[config.mk]
export PLATFORM = sky130hd
export DESIGN_NAME = seg7_scan
export DESIGN_NICKNAME = d
export VERILOG_FILES = /design/src/rtl/seg7_scan.sv
export SDC_FILE = /design/constraint.sdc
export NUM_CORES = 1
export LEC_CHECK = 0
export CAP_MARGIN = 20
export CORE_MARGIN = 3
export CORE_UTILIZATION = 55
export CTS_CLUSTER_DIAMETER = 80
export DETAILED_ROUTE_END_ITERATION = 16
export MAX_ROUTING_LAYER = met4
export PLACE_DENSITY_LB_ADDON = 0.1
export SLEW_MARGIN = 0
export SYNTH_ARGS = -nofsm -noshare
export SYNTH_HDL_FRONTEND = slang
export SYNTH_SLANG_ARGS = --single-unit
export TNS_END_PERCENT = 10
[constraint.sdc]
create_clock -name clk -period 3.15 [get_ports clk]
set_input_delay 0.7875 -clock clk [delete_from_list [all_inputs] [get_ports clk]]
set_output_delay 0.7875 -clock clk [all_outputs]
set_load 0.01 [all_outputs]
[src/rtl/seg7_scan.sv]
// seg7_scan: multiplexed 7-segment scanner with a shadow/display register pair
// that is swapped only at frame boundaries, so a frame never mixes old and new values.
// Optional leading-zero blanking is built only when the SEG7_LZB_EN macro is defined.
module seg7_scan #(
    parameter int DIGITS     = 8,
    parameter int CLK_DIV    = 100000,
    parameter bit ACTIVE_LOW = 1'b1
) (
    input  logic                  clk,
    input  logic                  rst,
    input  logic                  load,
    output logic                  ready,
    input  logic [4*DIGITS-1:0]   value,
    input  logic [DIGITS-1:0]     dp_in,
    input  logic [DIGITS-1:0]     digit_en,
    output logic [6:0]            seg,
    output logic [DIGITS-1:0]     an,
    output logic                  dp,
    output logic                  frame_tick
);
    localparam int SW = $clog2(CLK_DIV);
    localparam int IW = $clog2(DIGITS);
    localparam logic [6:0] GLYPH [16] = '{
        7'h3F, 7'h06, 7'h5B, 7'h4F, 7'h66, 7'h6D, 7'h7D, 7'h07,
        7'h7F, 7'h6F, 7'h77, 7'h7C, 7'h39, 7'h5E, 7'h79, 7'h71
    };

    logic [SW-1:0]       slot_q, slot_d;
    logic [IW-1:0]       idx_q, idx_d;
    logic                ready_q, ready_d;
    logic                frame_tick_q, frame_tick_d;
    logic [4*DIGITS-1:0] sh_val_q, sh_val_d, disp_val_q, disp_val_d;
    logic [DIGITS-1:0]   sh_en_q, sh_en_d, disp_en_q, disp_en_d;
    logic [DIGITS-1:0]   sh_dp_q, sh_dp_d, disp_dp_q, disp_dp_d;
    logic [6:0]          seg_q, seg_d;
    logic [DIGITS-1:0]   an_q, an_d;
    logic                dp_q, dp_d;
    logic [DIGITS-1:0]   eff;
    logic                wrap, last, boundary, accept, on;
    logic [3:0]          nib;

`ifdef SEG7_LZB_EN
    // A digit stays lit only if it or some higher digit is an enabled nonzero; digit 0 always stays.
    always_comb begin
        logic keep;
        keep = 1'b0;
        eff  = '0;
        for (int i = DIGITS - 1; i >= 0; i--) begin
            keep   = keep | (disp_en_q[i] && disp_val_q[4*i +: 4] != 4'h0) | (i == 0);
            eff[i] = disp_en_q[i] & keep;
        end
    end
`else
    // Without blanking every enabled digit is shown, leading zeros included.
    always_comb eff = disp_en_q;
`endif

    // Scan counters, load handshake, frame-boundary swap and output decode.
    always_comb begin
        wrap         = slot_q == SW'(CLK_DIV - 1);
        last         = idx_q == IW'(DIGITS - 1);
        boundary     = wrap && last;
        slot_d       = wrap ? '0 : slot_q + 1'b1;
        idx_d        = wrap ? (last ? '0 : idx_q + 1'b1) : idx_q;
        frame_tick_d = slot_d == SW'(CLK_DIV - 1) && idx_d == IW'(DIGITS - 1);
        accept       = load && ready_q;
        sh_val_d     = accept ? value : sh_val_q;
        sh_en_d      = accept ? digit_en : sh_en_q;
        sh_dp_d      = accept ? dp_in : sh_dp_q;
        disp_val_d   = (boundary && !ready_q) ? sh_val_q : disp_val_q;
        disp_en_d    = (boundary && !ready_q) ? sh_en_q : disp_en_q;
        disp_dp_d    = (boundary && !ready_q) ? sh_dp_q : disp_dp_q;
        ready_d      = accept ? 1'b0 : (boundary ? 1'b1 : ready_q);
        nib          = disp_val_q[{idx_q, 2'b00} +: 4];
        on           = eff[idx_q];
        seg_d        = (on ? GLYPH[nib] : 7'h00) ^ {7{ACTIVE_LOW}};
        an_d         = (on ? (DIGITS'(1) << idx_q) : '0) ^ {DIGITS{ACTIVE_LOW}};
        dp_d         = (on & disp_dp_q[idx_q]) ^ ACTIVE_LOW;
    end

    // State and registered outputs; reset blanks the display immediately.
    always_ff @(posedge clk or negedge rst) begin
        if (!rst) begin
            slot_q       <= '0;
            idx_q        <= '0;
            ready_q      <= 1'b1;
            frame_tick_q <= 1'b0;
            sh_val_q     <= '0;
            sh_en_q      <= '0;
            sh_dp_q      <= '0;
            disp_val_q   <= '0;
            disp_en_q    <= '0;
            disp_dp_q    <= '0;
            seg_q        <= {7{ACTIVE_LOW}};
            an_q         <= {DIGITS{ACTIVE_LOW}};
            dp_q         <= ACTIVE_LOW;
        end else begin
            slot_q       <= slot_d;
            idx_q        <= idx_d;
            ready_q      <= ready_d;
            frame_tick_q <= frame_tick_d;
            sh_val_q     <= sh_val_d;
            sh_en_q      <= sh_en_d;
            sh_dp_q      <= sh_dp_d;
            disp_val_q   <= disp_val_d;
            disp_en_q    <= disp_en_d;
            disp_dp_q    <= disp_dp_d;
            seg_q        <= seg_d;
            an_q         <= an_d;
            dp_q         <= dp_d;
        end
    end

    assign ready      = ready_q;
    assign frame_tick = frame_tick_q;
    assign seg        = seg_q;
    assign an         = an_q;
    assign dp         = dp_q;
endmodule

==> metrics.md <==
| Metric | Value |
|---|---|
| Critical path arrival | `2920 ps` |
| EDFF count, synth | `0` |
| Mapped Area | `5910 µm²` |
| Normalized max-slew margin | `0.663` |
| Top cells by count, synth | `117 x dfrtp_1, 89 x mux2_2, 25 x nand2_1` |
| Gr usage total | `0.209` |
| Row cnt | `37` |
| Chip width | `110 µm` |
| Post-synth top area share | `0.496` |
| Routed WL | `10.7 mm` |
| Largest family of logic cells by synthesized area | `multiplexers` |
| Area Overhead vs Synth | `23.6%` |
| Hold Vio Cnt, Final | `0` |
| Diodes inserted | `0` |
| Synthesis-stage register bit count | `134` |
| Initial Utilization | `0.569` |
| Clock Sinks | `134` |
| Synth Flop Type | `dfrtp_1` |
| CTS Hold Buffers Added | `0` |
| FF/Latch Area | `3370 µm²` |
| Fin Clk Skew | `8.02 ps` |
| TritonCTS clock tree | `yes` |
| Area of the multi-input gates | `2390 µm²` |
| Synth cell types | `44` |
| # DRC | `0` |
| Required time of the critical path | `3560 ps` |
| Placed wire-length estimate | `7.34 mm` |
| Slowest-stage cell, CP | `or4b_4` |
| Compound-Gate Fraction of Synth Area | `0.0258` |
| Sequential area share after synthesis | `0.571` |
| Post-synth ARST share | `1.00` |
| Initial drt markers | `122` |
| Worst reg-to-reg path cell count | `5` |
| Worst-path cell chain | `or4b_4, nor4_4, and3b_2, buf_12, mux2_2` |
| Clock transition at path regs | `60 ps` |
| Final setup TNS | `0 ps` |
| CTS root buffer | `clkbuf_8` |
| Syn Nets | `476` |
| Leakage Power | `0.00348 µW` |
| Final worst slack | `635 ps` |
| Routed Antenna Nets | `0` |
| Reg-to-reg slack, setup | `630 ps` |
| Adder-cell area share of the yosys netlist | `0.0275` |
| Cell taking the most area after synthesis | `dfrtp_1` |
| Largest net degree at the start of global routing | `55` |
| Slew Limit Fails | `0` |
| Fin nets | `554` |
| PortBufs | `68` |
| CP startpoint kind | `flip-flop` |
| Mapped Cells | `412` |
| Max_cap viols | `0` |
| DR vias/cell | `5.47` |
| Status | `finished clean` |
| Initial DRT Pass Iterations | `4` |
| TritonCTS buffer count | `17` |
| CP startpoint | `slot_q[12]` |
| Core Box Area | `10400 µm²` |
| Worst hold slack | `219 ps` |
| Clock Path Buffers | `2` |
| Fill cell count | `745` |
| Vias in the first global route | `3621` |
| Layout cells sized above 1 | `0.339` |
| # setup viols final | `0` |
| First-pass GRT wire length | `18.2 mm` |
| Routed via count | `3483` |
| Clk Latency, worst-skew pair | `520 ps` |
| Synth Area in XOR/XNOR | `0.0237` |
| Fmax achieved | `398 MHz` |
| Initial antenna violation count | `0` |
| Post-place setup slack | `641 ps` |
| DIE HEIGHT | `110 µm` |
| Yosys warns | `0` |
| Count leader, synth | `dfrtp_1` |
| Synthesized area per cell | `14.3 µm²` |
| Period utilisation layout | `0.798` |
| RSZ-0062 raised after global routing | `no` |
| Max incr delay on CP | `600 ps` |
| Synth Area in Simple Gates | `0.0814` |
| Minimum clock period | `2520 ps` |
| Crit path to | `disp_val_q[27]` |
| Design Power | `3660 µW` |
| Worst VDD drop | `291 µV` |
| Critical Path Sink Type | `flip-flop` |
| Top cells by area, synth | `dfrtp_1 50%, mux2_2 17%, dfstp_2 7.6%` |
| Top-level I/O count | `69` |
| H-tree Lvls | `4` |
| Routability-driven placement congestion ratio | `0.861` |
| RR Endpoint | `disp_val_q[27]` |
| Worst hold-check path type | `primary input to asynchronous set/reset pin` |
| Routed WL per cell | `16.8 µm` |
| Postcts setup bufs | `0` |
| Full die area | `12000 µm²` |
| Worst-Margin Slew | `505 ps` |
| Util after Layout | `0.704` |
| PD cells | `502 nW/µm²` |
| CTS resizes | `0` |
| R2R Path Start | `slot_q[12]` |
| Post-synthesis mux area share | `0.245` |
| Crit path max fanout | `49` |
| Kind of critical path | `flip-flop to flip-flop` |
| Remaining global-route overflow | `0` |
## layout make-up
class,count,area share
tap,136,0.0233
clock buffer,26,0.0655
timing repair buffer,78,0.108
multi-input combinational,252,0.327
sequential,134,0.462
clock inverter,4,0.00960
inverter,7,0.00360
## where the power goes
group / internal, µW / total [µW] / switching, µW
sequential: 1720 / 1720 / 0
combinational: 58.0 / 99.4 / 41.3
clock: 1180 / 1840 / 658
## cell families (layout without fill, tap and decap cells)
kind of cell / after synthesis / in the layout
and+or+nand+nor: 87 / 87
DFF: 134 / 134
muxes: 114 / 114
adders and majority gates: 13 / 13
xor gates and xnor gates: 16 / 16
buffers and inverters: 26 / 115
AOI/OAI and AO/OA: 22 / 22
## flip-flops by register name, indices dropped and copies added (netlist names), 3 cells and up
name and count:
disp_dp_q 8, idx_q 3, sh_dp_q 8, slot_q 17
disp_val_q 32, sh_en_q 8, seg 7, an 8
disp_en_q 8, sh_val_q 32
## critical path, delay by kind of cell (launching register included)
family                 cells  cell delay (ps)
muxes                      1              380
buffers and inverters      1              280
DFF                        1              430
and+or+nand+nor            3             1280
## placed cells by master, fill, tap and decap left out, types with 2 or more instances in the layout
cell / n
a21oi_1: 5
a221o_1: 3
and2_1: 5
and3_1: 5
and4_1: 2
buf_12: 3
buf_4: 8
bufinv_16: 2
clkbuf_1: 6
clkbuf_16: 16
clkbuf_8: 4
clkdlybuf4s50_1: 67
clkinv_2: 2
dfrtp_1: 117
dfstp_2: 17
ha_1: 13
inv_1: 7
mux2_2: 89
mux2_4: 9
mux2i_1: 4
mux4_2: 12
nand2_1: 24
nand3_1: 7
nand4_1: 2
nand4b_1: 3
nor2_1: 16
nor2b_1: 2
nor3_1: 5
nor3b_1: 2
nor4_1: 3
o211ai_1: 3
o21ai_0: 5
o31ai_1: 2
or2_2: 2
or4b_4: 2
xnor2_1: 9
xor2_1: 7
## metrics by stage
step                      std cells  cell area [µm²]
after global routing            637             7300
after detailed placement        607             6750
after floorplan                 412             5910
after global placement          607             6750
final                           637             7300
after CTS                       637             7300
## metal layers
layer	share of wire	wire, µm	GRT usage	vias up
met4	0.015	159	0.0899	0
met3	0.042	444	0.0528	15
li1	-	-	-	1629
met2	0.50	5300	0.315	75
met1	0.45	4780	0.270	1764
met5	0	0	-	-
## worst min-delay path by stage
| stage | from | to | slack [ps] | depth (start not counted) |
|---|---|---|---|---|
| after global placement | sh_val_q[27] | disp_val_q[27] | 480 | 1 |
| after global routing | rst | sh_val_q[17] | 240 | 1 |
| after detailed placement | disp_dp_q[3] | disp_dp_q[3] | 490 | 1 |
| final | rst | sh_val_q[21] | 220 | 1 |
| after floorplan | slot_q[0] | slot_q[0] | 470 | 1 |
| after CTS | rst | disp_val_q[29] | 220 | 1 |
(Power assumes the default switching activity.)
